==> config.mk <==
export PLATFORM = sky130hd
export DESIGN_NAME = parking_gate_arbiter
export DESIGN_NICKNAME = d
export VERILOG_FILES = /design/src/rtl/parking_arb_pkg.sv /design/src/rtl/parking_gate_arbiter_rr_picker.sv /design/src/rtl/parking_gate_arbiter.sv
export SDC_FILE = /design/constraint.sdc
export NUM_CORES = 1
export LEC_CHECK = 0
export CORE_MARGIN = 2
export CORE_UTILIZATION = 30
export DETAILED_ROUTE_END_ITERATION = 6
export HOLD_SLACK_MARGIN = 0.15
export PLACE_DENSITY_LB_ADDON = 0.12
export SLEW_MARGIN = 10
export SYNTH_ARGS = -nofsm -noshare
export SYNTH_HDL_FRONTEND = slang
export SYNTH_SLANG_ARGS = --single-unit
==> constraint.sdc <==
create_clock -name clk -period 2.5 [get_ports clk]
set_input_delay 0.5 -clock clk [delete_from_list [all_inputs] [get_ports clk]]
set_output_delay 0.5 -clock clk [all_outputs]
set_load 0.01 [all_outputs]
==> src/rtl/parking_arb_pkg.sv <==
// Shared types and constants for the parking gate arbiter.
// The DENY state exists only when PARKING_ARB_DENY_EN is defined.
package parking_arb_pkg;

    localparam int   MAX_GATES = 8;
    localparam logic DIR_ENTRY = 1'b0;
    localparam logic DIR_EXIT  = 1'b1;

    typedef enum logic [1:0] {
        ST_IDLE   = 2'd0,
        ST_ISSUE  = 2'd1,
        ST_SETTLE = 2'd2
`ifdef PARKING_ARB_DENY_EN
        , ST_DENY = 2'd3
`endif
    } state_t;

    // Exits always pass; entries need a free slot of the car's own type.
    function automatic logic is_eligible(input logic req, input logic dir, input logic uni,
                                         input logic uni_vac, input logic vac);
        return req && ((dir == DIR_EXIT) || (uni ? uni_vac : vac));
    endfunction

endpackage

==> src/rtl/parking_gate_arbiter_rr_picker.sv <==
// Combinational round-robin priority encoder: first set candidate at or after ptr,
// wrapping around.
module rr_picker #(
    parameter  int N     = 4,
    localparam int IDX_W = $clog2(N)
) (
    input  logic [N-1:0]     candidates,
    input  logic [IDX_W-1:0] ptr,
    output logic             valid,
    output logic [IDX_W-1:0] index
);

    int               pos;
    logic [IDX_W-1:0] pos_idx;

    // Walk offsets from farthest to nearest so the nearest hit is written last.
    always_comb begin
        // NOTE: every combinational output gets a default first, so no path leaves it unassigned (no latch).
        valid   = 1'b0;
        index   = '0;
        pos     = 0;
        pos_idx = '0;
        for (int off = N - 1; off >= 0; off--) begin
            pos     = (int'(ptr) + off) % N;
            pos_idx = IDX_W'(pos);
            if (candidates[pos_idx]) begin
                valid = 1'b1;
                index = pos_idx;
            end
        end
    end

endmodule

==> src/rtl/parking_gate_arbiter.sv <==
// Round-robin arbiter sharing the Parking counter's single event interface among gates.
// Optional feature: define PARKING_ARB_DENY_EN to refuse entries when the lot is full.
module parking_gate_arbiter
    import parking_arb_pkg::*;
#(
    parameter int NUM_GATES     = 4,
    parameter int SETTLE_CYCLES = 2
) (
    input  logic                 clk,
    input  logic                 rst_n,
    input  logic [NUM_GATES-1:0] gate_req,
    input  logic [NUM_GATES-1:0] gate_dir,
    input  logic [NUM_GATES-1:0] gate_uni,
    output logic [NUM_GATES-1:0] gate_ack,
    output logic [NUM_GATES-1:0] gate_deny,
    input  logic                 uni_is_vacated_space,
    input  logic                 is_vacated_space,
    output logic                 car_entered,
    output logic                 is_uni_car_entered,
    output logic                 car_exited,
    output logic                 is_uni_car_exited,
    output logic                 busy
);

    localparam int               IDX_W       = $clog2(NUM_GATES);
    localparam int               CNT_W       = (SETTLE_CYCLES > 1) ? $clog2(SETTLE_CYCLES) : 1;
    localparam logic [CNT_W-1:0] SETTLE_LOAD = CNT_W'(SETTLE_CYCLES - 1);

    state_t                 state, state_nxt;
    logic [IDX_W-1:0]       ptr, next_ptr, sel_idx, pick_idx;
    logic                   sel_dir, sel_uni, pick_valid;
    logic [CNT_W-1:0]       settle_cnt;
    logic [NUM_GATES-1:0]   eligible, candidates, sel_onehot;

    always_comb begin
        eligible = '0;
        for (int g = 0; g < NUM_GATES; g++) begin
            eligible[g] = is_eligible(gate_req[g], gate_dir[g], gate_uni[g],
                                      uni_is_vacated_space, is_vacated_space);
        end
    end

`ifdef PARKING_ARB_DENY_EN
    // Any request competes; a picked one that is not eligible is refused.
    assign candidates = gate_req;
`else
    // Entries blocked by a full lot stay pending until space frees.
    assign candidates = eligible;
`endif

    rr_picker #(.N(NUM_GATES)) u_picker (
        .candidates (candidates),
        .ptr        (ptr),
        .valid      (pick_valid),
        .index      (pick_idx)
    );

    assign next_ptr   = (sel_idx == IDX_W'(NUM_GATES - 1)) ? '0 : sel_idx + 1'b1;
    assign sel_onehot = NUM_GATES'(1) << sel_idx;

    always_ff @(posedge clk or negedge rst_n) begin
        if (!rst_n) begin
            state <= ST_IDLE;
        end else begin
            // NOTE: sequential state uses non-blocking assignments so all flops update from pre-edge values.
            state <= state_nxt;
        end
    end

    always_comb begin
        state_nxt = state;
        case (state)
            ST_IDLE: begin
                if (pick_valid) begin
`ifdef PARKING_ARB_DENY_EN
                    state_nxt = eligible[pick_idx] ? ST_ISSUE : ST_DENY;
`else
                    state_nxt = ST_ISSUE;
`endif
                end
            end
            ST_ISSUE:  state_nxt = ST_SETTLE;
            ST_SETTLE: if (settle_cnt == '0) state_nxt = ST_IDLE;
`ifdef PARKING_ARB_DENY_EN
            ST_DENY:   state_nxt = ST_IDLE;
`endif
            default:   state_nxt = ST_IDLE;
        endcase
    end

    // Selection is latched in IDLE so requester changes cannot corrupt the issued event.
    always_ff @(posedge clk or negedge rst_n) begin
        if (!rst_n) begin
            ptr        <= '0;
            sel_idx    <= '0;
            sel_dir    <= DIR_ENTRY;
            sel_uni    <= 1'b0;
            settle_cnt <= '0;
        end else begin
            case (state)
                ST_IDLE: begin
                    if (pick_valid) begin
                        sel_idx <= pick_idx;
                        sel_dir <= gate_dir[pick_idx];
                        sel_uni <= gate_uni[pick_idx];
                    end
                end
                ST_ISSUE: begin
                    ptr        <= next_ptr;
                    settle_cnt <= SETTLE_LOAD;
                end
                ST_SETTLE: begin
                    if (settle_cnt != '0) settle_cnt <= settle_cnt - 1'b1;
                end
`ifdef PARKING_ARB_DENY_EN
                ST_DENY: ptr <= next_ptr;
`endif
                default: ;
            endcase
        end
    end

    // Outputs decode only flops, so an asynchronous reset clears a pulse at once.
    always_comb begin
        gate_ack           = '0;
        gate_deny          = '0;
        car_entered        = 1'b0;
        is_uni_car_entered = 1'b0;
        car_exited         = 1'b0;
        is_uni_car_exited  = 1'b0;
        if (state == ST_ISSUE) begin
            gate_ack           = sel_onehot;
            car_entered        = (sel_dir == DIR_ENTRY);
            is_uni_car_entered = (sel_dir == DIR_ENTRY) && sel_uni;
            car_exited         = (sel_dir == DIR_EXIT);
            is_uni_car_exited  = (sel_dir == DIR_EXIT) && sel_uni;
        end
`ifdef PARKING_ARB_DENY_EN
        if (state == ST_DENY) gate_deny = sel_onehot;
`endif
    end

    assign busy = (state != ST_IDLE);

endmodule
After elaboration in Yosys (flattened, before gate mapping)

Index checks and enable logic that the tools add are counted.

Register bits after elaboration: 9
Bits in latches: 0
Memory bits (writable): 0
Memory bits (read-only): 0
Output and inout bits: 13
Memories kept: 0

Add/subtract/negate cells: 5
Multipliers: 0
Div/mod/pow operators: 0
$lt $le $gt $ge: 5
Equality and inequality tests: 5
Shift operators: 1
Mux-type cells: 35
Bitwise gates (word level): 1
Reduce and logical (&&, ||, !) cells: 15

Operators with widths:

| kind                                                                          | number |
|---|---|
| 1-bit two-way mux                                                             | 19 |
| 2-bit by 3-bit less-than comparator with 1-bit output (second input constant) | 5 |
| 2-bit two-way mux                                                             | 7 |
| 1-bit binary-select mux with 2-bit select                                     | 6 |
| 1-bit logical AND                                                             | 6 |
| 2-bit one-hot mux with 3 select lines                                         | 1 |
| 2-bit by 1-bit adder with 2-bit output (second input constant)                | 2 |
| 2-bit adder (second input constant)                                           | 2 |
| 2-bit == test (second input constant)                                         | 2 |
| 1-bit logical OR                                                              | 4 |
| 4-bit two-way mux                                                             | 1 |
| 2-bit inequality test (second input constant)                                 | 2 |
| 2-bit AND reduction                                                           | 2 |
| 2-bit nonzero test                                                            | 2 |
| 1-bit by 2-bit left shift with 4-bit output (first input constant)            | 1 |
| 2-bit by 1-bit == test with 1-bit output (second input constant)              | 1 |
| 2-bit logical NOT                                                             | 1 |
| 1-bit one-hot mux with 2 select lines                                         | 1 |
| 1-bit inverter                                                                | 1 |
| 1-bit subtractor (second input constant)                                      | 1 |

Logic depth before layout (Yosys ltp)

Gate-level depths: netlist of the first run.

Depth after elaboration: 11
Mapped depth: 6
Mapped depth without buffers: 6

Cells and area by module

A second synthesis of the first run with hierarchy kept.

Cells, all modules: 73
Area total of the unflattened synthesis: 767.0 um^2

Modules (own cells, without submodules):

| module               | instances | cells each | area an instance (um^2) | sequential area each (um^2) |
|---|---|---|---|---|
| parking_gate_arbiter | 1         | 60         | 689.4                   | 225.2 |
| rr_picker            | 1         | 13         | 77.6                    | 0.0 |

Worst setup path before layout of the first run

Ideal clock, no wire load.

Kind: input-to-reg
Start point: input gate_uni[2]
End point: register state[1]
Library setup time: 0.125 ns
Arrival: 1.745 ns
Required time: 2.375 ns
Slack: 0.630 ns
Stages: 5
Buffers on the path: 0
Path through: mux2_1 > o21ai_0 > nand4_1 > o21ai_0 > mux2_2

Cells in the longest elaborated chain, start to end: 11

Ends and longest elaborated chain:

| item                                      | RTL line                             | text |
|---|---|---|
| start: declaration                        | parking_gate_arbiter.sv:13           | `input logic [NUM_GATES-1:0] gate_uni,` |
| 1-bit two-way mux (*)                     | parking_arb_pkg.sv:21                | `return req && ((dir == DIR_EXIT) \|\| (uni ? uni_vac : vac));` |
| 1-bit logical OR (*)                      | parking_arb_pkg.sv:21                |  |
| 1-bit logical AND (*)                     | parking_arb_pkg.sv:21                |  |
| 1-bit binary-select mux with 2-bit select | parking_gate_arbiter_rr_picker.sv:26 | `if (candidates[pos_idx]) begin` |
| 1-bit two-way mux (implied by the code)   | parking_gate_arbiter_rr_picker.sv:26 |  |
| 1-bit two-way mux (3 in a row)            | parking_gate_arbiter_rr_picker.sv:26 |  |
| 1-bit two-way mux (*)                     | parking_gate_arbiter_rr_picker.sv:26 |  |
| 2-bit inequality test (no line) (*)       | --                                   |  |
| 2-bit AND reduction (no line) (*)         | --                                   |  |
| end signal: assignment                    | parking_gate_arbiter.sv:66           | `state <= state_nxt;` |
| end: declaration                          | parking_gate_arbiter.sv:29           | `state_t state, state_nxt;` |

Every way passes the cells marked *; elsewhere a longest branch is shown, timed or not. The select of a mux whose other input is x is not followed.
A chain may end at the register's enable or synchronous reset.

Final worst setup path of the first run

Start point: register state[1]
End point: output is_uni_car_entered

Cells in the longest elaborated chain, start to end: 2

Ends and longest elaborated chain:

| item                                     | RTL line                    | text |
|---|---|---|
| 2-bit by 1-bit == test with 1-bit output | parking_gate_arbiter.sv:131 | `if (state == ST_ISSUE) begin` |
| 1-bit two-way mux                        | parking_gate_arbiter.sv:131 |  |
| end: declaration                         | parking_gate_arbiter.sv:19  | `output logic is_uni_car_entered,` |

No other way between the ends.

==> impl_metrics.env, run 1 <==
export IMPL_initial_core_util=0.317
export IMPL_initialDrtViolationCount=5
export IMPL_finalCriticalPeriod_ps=2240
export IMPL_layout_core_utilization=0.438
export IMPL_nFillCells=251
export IMPL_critical_path_class="flop to primary output"
export IMPL_synth_main_ff_cell="sky130_fd_sc_hd__dfrtp_1"
export IMPL_synth_area_leaders="sky130_fd_sc_hd__dfrtp_1, sky130_fd_sc_hd__ha_1, sky130_fd_sc_hd__mux2i_1"
export IMPL_die_span_in_x_um=55.2
export IMPL_achievable_frequency_mhz=446
export IMPL_drive_gt1_frac=0.164
export IMPL_die_area_mm2=0.00304
export IMPL_global_route_wire_length_before_repair_mm=2.71
export IMPL_syn_to_layout_area_delta_pct=38.1
export IMPL_power_density_mw_per_mm2=884
export IMPL_max_cap_viol_count=0
export IMPL_hold_path_cell_count=2
export IMPL_worst_hold_path_type="flop to flop"
export IMPL_num_nets_final=134
export IMPL_netlist_area_leader_share=0.287
export IMPL_first_global_vias=642
export IMPL_ys_top_cells_by_count="sky130_fd_sc_hd__nand2_1, sky130_fd_sc_hd__dfrtp_1, sky130_fd_sc_hd__ha_1, sky130_fd_sc_hd__inv_1, sky130_fd_sc_hd__and2_1"
export IMPL_synthArstFlopShare=1.00
export IMPL_tritoncts="done"
export IMPL_finalCritPeriodShare=0.896
export IMPL_post_synthesis_sequential_area_ratio=0.287
export IMPL_synth_edff_count=0
export IMPL_instances_no_fill=140
export IMPL_cellLeakagePower_nw=0.493
export IMPL_first_pass_iters=3
export IMPL_dieHeight_um=55.2
export IMPL_drcViolationCount=0
export IMPL_post_cts_repair_setup_buffers=0
export IMPL_place_hpwl_mm=1.41
export IMPL_netlist_top_cell_by_area="sky130_fd_sc_hd__dfrtp_1"
export IMPL_routed_via_count=678
export IMPL_post_cts_resize_count=0
export IMPL_cts_path_max_buffers=2
export IMPL_crit_arrival_ps=1740
export IMPL_yosys_register_bits=9
export IMPL_ant_nets=0
export IMPL_synth_cell_types=29
export IMPL_crit_path_start="state[1]"
export IMPL_gr_total_overflow=0
export IMPL_grt_start_max_net_pins=13
export IMPL_io_pins=29
export IMPL_worst_path_required_time_ps=2000
export IMPL_placement_rows=18
export IMPL_timing_setup_tns_ps=0
export IMPL_synth_most_common_cell="sky130_fd_sc_hd__nand2_1"
export IMPL_place_detailed_instances=136
export IMPL_avgRoutedWirePerCell_um=12.1
export IMPL_cts_hold_repair_buffers=0
export IMPL_n_antenna_cell=0
export IMPL_outcome="finished, final reports clean"
export IMPL_reg2reg_setup_slack_ps=870
export IMPL_timing_critical_path_to_type="primary output"
export IMPL_cts_num_sinks=9
export IMPL_combined_area_of_all_synthesized_cells_um2=786
export IMPL_power_ir_vdd_worst_mv=0.472
export IMPL_finalWeightedCongestion=0.781
export IMPL_route_final_wire_length_mm=1.70
export IMPL_synth_warn=0
export IMPL_finalClockSkew_ps=2.32
export IMPL_clock_root_buffer="sky130_fd_sc_hd__clkbuf_4"
export IMPL_syn_inst=82
export IMPL_worst_r2r_startpoint="state[0]"
export IMPL_reg2regPathDepth=5
export IMPL_post_synth_cell_area_avg_um2=9.58
export IMPL_viasPerCell=4.84
export IMPL_grt_antenna_before_repair=0
export IMPL_cts_htree_levels=1
export IMPL_core_area_mm2=0.00248
export IMPL_grt_usage=0.129
export IMPL_port_buffers=24
export IMPL_hp_start="sel_uni"
export IMPL_cts_buffers=3
export IMPL_unrepaired_setup_endpoints_after_global_routing="false"
export IMPL_hold_violations=0
export IMPL_report_final_setup_viol=0
export IMPL_clk_insertion_delay_late_ps=260
export IMPL_setup_worst_path_start_class="flop"
export IMPL_hold_end="sel_uni"
export IMPL_critical_path_peak_fanout=12
export IMPL_final_max_slew_violation_count=0
export IMPL_r2r_end="sel_dir"
export IMPL_worst_setup_hold_path_clk_slew_ps=60
==> logic make-up (layout without fill, tap and decap cells) <==
group / Yosys count / count (layout) / synth area share
flops: 9 / 9 / 0.287
buf+inv: 12 / 37 / 0.0764
simple gates: 22 / 22 / 0.143
other cells: 1 / 4 / 0.00477
fa+ha+maj: 7 / 7 / 0.111
compound gates: 19 / 19 / 0.199
mux: 12 / 12 / 0.178
==> report_power, final <==
group | internal [mW] | switching, mW
clock | 0.0615 | 0.0505
combinational | 0.298 | 0.256
sequential | 0.217 | 0.0761
==> cell type report <==
cell class,instances,area (µm²),area share
clock buffers,4,26.3,0.0242
inverters,7,26.3,0.0242
multi-input cells,64,514,0.474
repair buffers,26,255,0.235
flip-flops and latches,9,225,0.208
well taps,30,37.5,0.0346
==> per-layer routing <==
metal | share of wire | up-vias | track usage
li1 | - | 337 | -
met1 | 0.43 | 320 | 0.155
met2 | 0.51 | 18 | 0.220
met3 | 0.049 | 3 | 0.0484
met4 | 0.0065 | 0 | 0.0244
met5 | 0 | - | 0
==> placed cells by master (no fill, tap or decap), types with 2 or more instances in the layout <==
cell type / count
sky130_fd_sc_hd__clkdlybuf4s50_1: 24
sky130_fd_sc_hd__nand2_1: 10
sky130_fd_sc_hd__dfrtp_1: 9
sky130_fd_sc_hd__inv_1: 7
sky130_fd_sc_hd__and2_1: 6
sky130_fd_sc_hd__ha_1: 6
sky130_fd_sc_hd__mux2i_1: 5
sky130_fd_sc_hd__a21oi_1: 4
sky130_fd_sc_hd__conb_1: 4
sky130_fd_sc_hd__mux2_4: 3
sky130_fd_sc_hd__o21ai_0: 3
sky130_fd_sc_hd__mux2_2: 3
sky130_fd_sc_hd__clkbuf_4: 3
sky130_fd_sc_hd__nor2_1: 2
sky130_fd_sc_hd__o21ai_2: 2
sky130_fd_sc_hd__o221ai_1: 2
sky130_fd_sc_hd__buf_4: 2
==> worst max-delay path by stage <==
stage / cells after the start / slack [ps] / end
after CTS: 4 / 120 / is_uni_car_exited
after floorplan: 5 / 630 / state[1]
after global placement: 7 / 10 / state[1]
after global routing: 4 / 110 / is_uni_car_exited
after detailed placement: 7 / 10 / state[1]
final: 5 / 260 / is_uni_car_entered
==> through the flow <==
stage / setup WS (ps) / area, µm² / hold WS [ps] / power, mW
2_1_floorplan: 630 / 797 / 204 / 0.635
3_3_place_gp: 9.90 / 1060 / 501 / 0.843
3_5_place_dp: 13.9 / 1060 / 514 / 0.852
4_1_cts: 118 / 1080 / 524 / 0.974
5_1_grt: 110 / 1080 / 559 / 1.05
6_report: 260 / 1080 / 523 / 0.959
==> worst max-delay path: stages, from the launching register on <==
cell                              delay [ps]
sky130_fd_sc_hd__dfrtp_1                 390
sky130_fd_sc_hd__inv_1                    80
sky130_fd_sc_hd__ha_2                    290
sky130_fd_sc_hd__nand2_1                  80
sky130_fd_sc_hd__nor2_1                   90
sky130_fd_sc_hd__clkdlybuf4s50_1         540
==> registers in the layout, indices dropped and copies added (netlist names) <==
name / count
settle_cnt: 1
ptr: 2
sel_dir: 1
sel_idx: 2
sel_uni: 1
state: 2
No activity file was read; power rests on OpenSTA's default activity.
==> run 2, diff against run 1 <==
- ABC_CLOCK_PERIOD_IN_PS: default -> 2500
- DONT_BUFFER_PORTS: default -> 1
- GPL_TIMING_DRIVEN: default -> 0
==> run 2 against run 1 <==
Net effect: via count decreased by 16%; critical endpoint unchanged; power decreased by 14%; count of clock-buffer cells in the layout unchanged.
==> impl_metrics.env, run 2 (synthesized netlist as in run 1, its figures left out) <==
export IMPL_outcome="finished, final reports clean"
export IMPL_final_max_slew_violation_count=0
export IMPL_setup_worst_path_start_class="flop"
export IMPL_grt_antenna_before_repair=0
export IMPL_dieHeight_um=55.2
export IMPL_syn_to_layout_area_delta_pct=10.8
export IMPL_global_route_wire_length_before_repair_mm=2.27
export IMPL_clock_power_share=0.136
export IMPL_finalCriticalPeriod_ps=1960
export IMPL_io_pins=29
export IMPL_routed_via_count=569
export IMPL_route_final_wire_length_mm=1.53
export IMPL_cts_path_max_buffers=2
export IMPL_post_route_cell_area_um2=871
export IMPL_unrepaired_setup_endpoints_after_global_routing="false"
export IMPL_clock_root_buffer="sky130_fd_sc_hd__clkbuf_4"
export IMPL_holdWs_ps=452
export IMPL_clk_insertion_delay_late_ps=260
export IMPL_post_cts_resize_count=0
export IMPL_initialDrtViolationCount=4
export IMPL_place_detailed_instances=115
export IMPL_reg2reg_setup_slack_ps=860
export IMPL_first_pass_iters=4
export IMPL_timing_critical_path_to_type="primary output"
export IMPL_finalCritPeriodShare=0.786
export IMPL_p_seq_frac=0.353
export IMPL_power_density_mw_per_mm2=947
export IMPL_cts_num_sinks=9
export IMPL_max_cap_viol_count=0
export IMPL_layout_top_registers="ptr (2), sel_idx (2), state (2)"
export IMPL_achievable_frequency_mhz=509
export IMPL_timing_setup_tns_ps=0
export IMPL_grt_start_max_net_pins=11
export IMPL_sequential_cell_area_um2=225
export IMPL_worstPathCellList="inv_1 -> ha_1 -> clkbuf_1 -> nand2_1 -> nor2_1"
export IMPL_r2r_end="sel_dir"
export IMPL_placement_cell_area_um2=835
export IMPL_p_int_mw=0.471
export IMPL_power_ir_vdd_worst_mv=0.427
export IMPL_switching_share=0.428
export IMPL_report_final_setup_viol=0
export IMPL_critical_path_class="flop to primary output"
export IMPL_finalClockSkew_ps=3.08
export IMPL_crit_arrival_ps=1460
export IMPL_power_frac_comb=0.511
export IMPL_most_common_cell_after_layout_fill_and_taps_aside="sky130_fd_sc_hd__nand2_1"
export IMPL_instances_no_fill=120
export IMPL_cts_buffers=3
export IMPL_critical_path_peak_fanout=10
export IMPL_finalWeightedCongestion=0.651
export IMPL_worst_path_required_time_ps=2000
export IMPL_most_common_layout_cells="sky130_fd_sc_hd__nand2_1, sky130_fd_sc_hd__dfrtp_1, sky130_fd_sc_hd__inv_1, sky130_fd_sc_hd__ha_1, sky130_fd_sc_hd__and2_1"
export IMPL_die_area_mm2=0.00304
export IMPL_slew_headroom=0.644
export IMPL_ant_nets=0
export IMPL_hold_violations=0
export IMPL_num_nets_final=114
export IMPL_gr_total_overflow=0
export IMPL_nFillCells=274
export IMPL_grt_usage=0.108
export IMPL_viasPerCell=4.74
export IMPL_reg2regPathDepth=5
export IMPL_drive_gt1_frac=0.211
export IMPL_max_slew_worst_pin_slew_ps=528
export IMPL_critPathMaxStageDelay_ps=380
export IMPL_port_buffers=0
export IMPL_crit_slowest_cell="sky130_fd_sc_hd__dfrtp_1"
export IMPL_avgRoutedWirePerCell_um=12.8
export IMPL_place_hpwl_mm=1.29
export IMPL_post_cts_repair_setup_buffers=0
export IMPL_die_span_in_x_um=55.2
export IMPL_net_switching_power_mw=0.353
export IMPL_drcViolationCount=0
export IMPL_core_area_mm2=0.00248
export IMPL_placement_rows=18
export IMPL_critical_path_endpoint="is_uni_car_entered"
export IMPL_tritoncts="done"
export IMPL_worst_r2r_startpoint="state[0]"
export IMPL_worst_setup_hold_path_clk_slew_ps=60
export IMPL_cts_htree_levels=1
export IMPL_first_global_vias=502
export IMPL_cellLeakagePower_nw=0.422
export IMPL_worst_hold_path_type="input pin to flop"
export IMPL_n_antenna_cell=0
export IMPL_crit_path_start="state[1]"
export IMPL_initial_core_util=0.317
export IMPL_multi_input_area_um2=512
[run 2: routing by layer]
| layer | vias to the layer above | wire length [µm] | global-route usage |
|---|---|---|---|
| li1 | 299 | - | - |
| met1 | 252 | 707 | 0.143 |
| met2 | 18 | 711 | 0.167 |
| met3 | 0 | 114 | 0.0484 |
| met4 | 0 | 0 | 0.0122 |
| met5 | - | 0 | 0 |
[run 2: cell type report]
type | instances | area share
multi-input cells | 64 | 0.588
flip-flops and latches | 9 | 0.259
well taps | 30 | 0.0431
plain buffers | 5 | 0.0388
clock buffers | 4 | 0.0302
inverters | 7 | 0.0302
repair buffers | 1 | 0.0115
[run 2: worst min-delay path by stage]
stage | startpoint | end | slack [ps] | cells past startpoint
2_1_floorplan | rst_n | ptr[0] | 200 | 0
4_1_cts | gate_uni[3] | sel_uni | 450 | 2
3_5_place_dp | rst_n | sel_idx[1] | 200 | 0
5_1_grt | gate_uni[3] | sel_uni | 470 | 2
6_report | gate_uni[3] | sel_uni | 450 | 2
3_3_place_gp | rst_n | sel_idx[1] | 200 | 0
[run 2: power by group through the flow]
stage | combinational [mW] | sequential, mW | clock [mW]
6_report | 0.421 | 0.291 | 0.112
2_1_floorplan | 0.362 | 0.274 | 0
4_1_cts | 0.433 | 0.294 | 0.119
3_3_place_gp | 0.426 | 0.293 | 0
5_1_grt | 0.495 | 0.304 | 0.127
3_5_place_dp | 0.425 | 0.298 | 0
[run 2: timing repair]
action	CTS	global route
hold buffers	1	0
hold endpoints to repair	9	0
setup endpoints to repair	0	0
[run 2: stage by stage]
step                power [mW]  utilization  worst slack, ps
finish                   0.824        0.352              535
global route             0.925        0.352              321
CTS                      0.845        0.352              480
detailed placement       0.723        0.337              368
global placement         0.719        0.337              386
floorplan                0.635            -              630
[run 2: worst max-delay path: cells and delay by family, from the launching register on]
kind	cells	cell delay, ps
buffers and inverters	2	360
flip-flops	1	380
adder cells (fa/ha/maj)	1	190
AND/OR/NAND/NOR	2	270
==> run 3, diff against run 2 <==
- ABC_CLOCK_PERIOD_IN_PS: 2500 -> 1900
- clock period: 2.5 -> 1.9 ns (I/O delays scaled with it)
==> run 3 against run 2 <==
Net effect: hold slack worse by 120 ps; via count stayed put; sequential share of layout area hardly changed; combinational power is 32% higher; critical path depth stayed put; largest power group unchanged.
==> impl_metrics.env, run 3 (synthesized netlist as in run 1, its figures left out) <==
export IMPL_multi_input_area_um2=512
export IMPL_post_cts_repair_setup_buffers=0
export IMPL_max_slew_worst_pin_slew_ps=528
export IMPL_outcome="finished, final reports clean"
export IMPL_unrepaired_setup_endpoints_after_global_routing="false"
export IMPL_slew_headroom=0.644
export IMPL_avgRoutedWirePerCell_um=12.8
export IMPL_timing_setup_tns_ps=0
export IMPL_syn_to_layout_area_delta_pct=11.0
export IMPL_placement_rows=18
export IMPL_worst_r2r_startpoint="state[0]"
export IMPL_worst_hold_path_type="input pin to flop"
export IMPL_max_cap_viol_count=0
export IMPL_worst_path_required_time_ps=2040
export IMPL_first_global_vias=502
export IMPL_clk_insertion_delay_late_ps=260
export IMPL_critical_path_class="input pin to flop"
export IMPL_grt_usage=0.108
export IMPL_finalCritPeriodShare=0.926
export IMPL_cellLeakagePower_nw=0.426
export IMPL_most_common_cell_after_layout_fill_and_taps_aside="sky130_fd_sc_hd__nand2_1"
export IMPL_power_density_mw_per_mm2=1250
export IMPL_reg2regPathDepth=5
export IMPL_initialDrtViolationCount=4
export IMPL_clock_root_buffer="sky130_fd_sc_hd__clkbuf_4"
export IMPL_final_critical_path_setup_slack_ps=140
export IMPL_setup_worst_path_start_class="input pin"
export IMPL_io_pins=29
export IMPL_critical_path_endpoint="state[1]"
export IMPL_die_span_in_x_um=55.2
export IMPL_crit_path_start="gate_uni[2]"
export IMPL_worst_setup_hold_path_clk_slew_ps=60
export IMPL_instances_no_fill=120
export IMPL_first_pass_iters=4
export IMPL_n_antenna_cell=0
export IMPL_crit_arrival_ps=1900
export IMPL_route_final_wire_length_mm=1.53
export IMPL_finalClockSkew_ps=3.08
export IMPL_cts_htree_levels=1
export IMPL_core_area_mm2=0.00248
export IMPL_dpl_worst_slack_ps=-112
export IMPL_r2r_end="sel_dir"
export IMPL_gr_total_overflow=0
export IMPL_routed_via_count=569
export IMPL_layout_top_registers="ptr (2), sel_idx (2), state (2)"
export IMPL_nFillCells=276
export IMPL_hold_violations=0
export IMPL_critical_path_peak_fanout=4
export IMPL_cts_buffers=3
export IMPL_global_route_wire_length_before_repair_mm=2.27
export IMPL_place_hpwl_mm=1.29
export IMPL_report_final_setup_viol=0
export IMPL_num_nets_final=114
export IMPL_finalWeightedCongestion=0.651
export IMPL_achievable_frequency_mhz=568
export IMPL_grt_antenna_before_repair=0
export IMPL_cts_num_sinks=9
export IMPL_most_common_layout_cells="sky130_fd_sc_hd__nand2_1, sky130_fd_sc_hd__dfrtp_1, sky130_fd_sc_hd__inv_1, sky130_fd_sc_hd__ha_1, sky130_fd_sc_hd__and2_1"
export IMPL_final_max_slew_violation_count=0
export IMPL_power_ir_vdd_worst_mv=0.562
export IMPL_die_area_mm2=0.00304
export IMPL_initial_core_util=0.317
export IMPL_finalCriticalPeriod_ps=1760
export IMPL_viasPerCell=4.74
export IMPL_tritoncts="done"
export IMPL_port_buffers=0
export IMPL_cts_path_max_buffers=2
export IMPL_drive_gt1_frac=0.222
export IMPL_sequential_cell_area_um2=225
export IMPL_hp_start="gate_uni[3]"
export IMPL_drcViolationCount=0
export IMPL_place_detailed_instances=115
export IMPL_dieHeight_um=55.2
export IMPL_ant_nets=0
export IMPL_reg2reg_setup_slack_ps=260
export IMPL_grt_start_max_net_pins=11
export IMPL_timing_critical_path_to_type="flop"
-- run 3: cell types whose count changed in the layout (fill, tap and decap cells not counted), sizes merged --
cell	delta
clkbuf	-1
buf	+1
-- run 3: worst min-delay path by stage --
stage                       endpoint  slack, ps  cells past startpoint
after floorplan               ptr[0]         80                      0
after global placement    sel_idx[1]         80                      0
after detailed placement  sel_idx[1]         80                      0
after CTS                    sel_uni        330                      2
after global routing         sel_uni        350                      2
final                        sel_uni        330                      2
-- run 3: timing repair --
action                                 4_1_cts  5_1_grt
gates resized for setup                      1        1
gates cloned                                 0        0
endpoints found under the hold margin        9        0
setup endpoints to repair                    1        2
hold buffers                                 1        0
-- run 3: final cells by class --
cell class                      count  area share
Inverter                            7      0.0301
Buffer                              5      0.0402
Timing Repair Buffer                1      0.0115
Multi-Input combinational cell     64       0.587
Tap cell                           30      0.0430
Clock buffer                        4      0.0301
Sequential cell                     9       0.258
-- run 3: worst max-delay path, cell delays in order --
cell	delay (ps)
sky130_fd_sc_hd__mux2_1	290
sky130_fd_sc_hd__o21ai_0	360
sky130_fd_sc_hd__nand4_1	240
sky130_fd_sc_hd__o21ai_0	260
sky130_fd_sc_hd__mux2_2	360
-- run 3: per-stage QoR --
step | power [mW] | hold slack (ps) | instance area (µm²) | utilization
detailed placement | 0.951 | 84.8 | 835 | 0.337
CTS | 1.12 | 331 | 872 | 0.352
finish | 1.09 | 332 | 872 | 0.352
global placement | 0.947 | 84.8 | 835 | 0.337
floorplan | 0.836 | 84.4 | 797 | -
global route | 1.22 | 352 | 872 | 0.352
-- run 3: power breakdown --
part	total (mW)	leakage (nW)	internal, mW	switching, mW
clock	0.147	0.0150	0.0809	0.0665
combinational	0.557	0.303	0.257	0.301
sequential	0.383	0.108	0.286	0.0974
total	1.09	0.426	0.623	0.465
-- run 3: metal layers --
metal / track usage / vias up / wire length, µm
met5: 0 / - / 0
met4: 0.0122 / 0 / 0
met3: 0.0484 / 0 / 114
met2: 0.167 / 18 / 711
met1: 0.143 / 252 / 706
li1: - / 299 / -
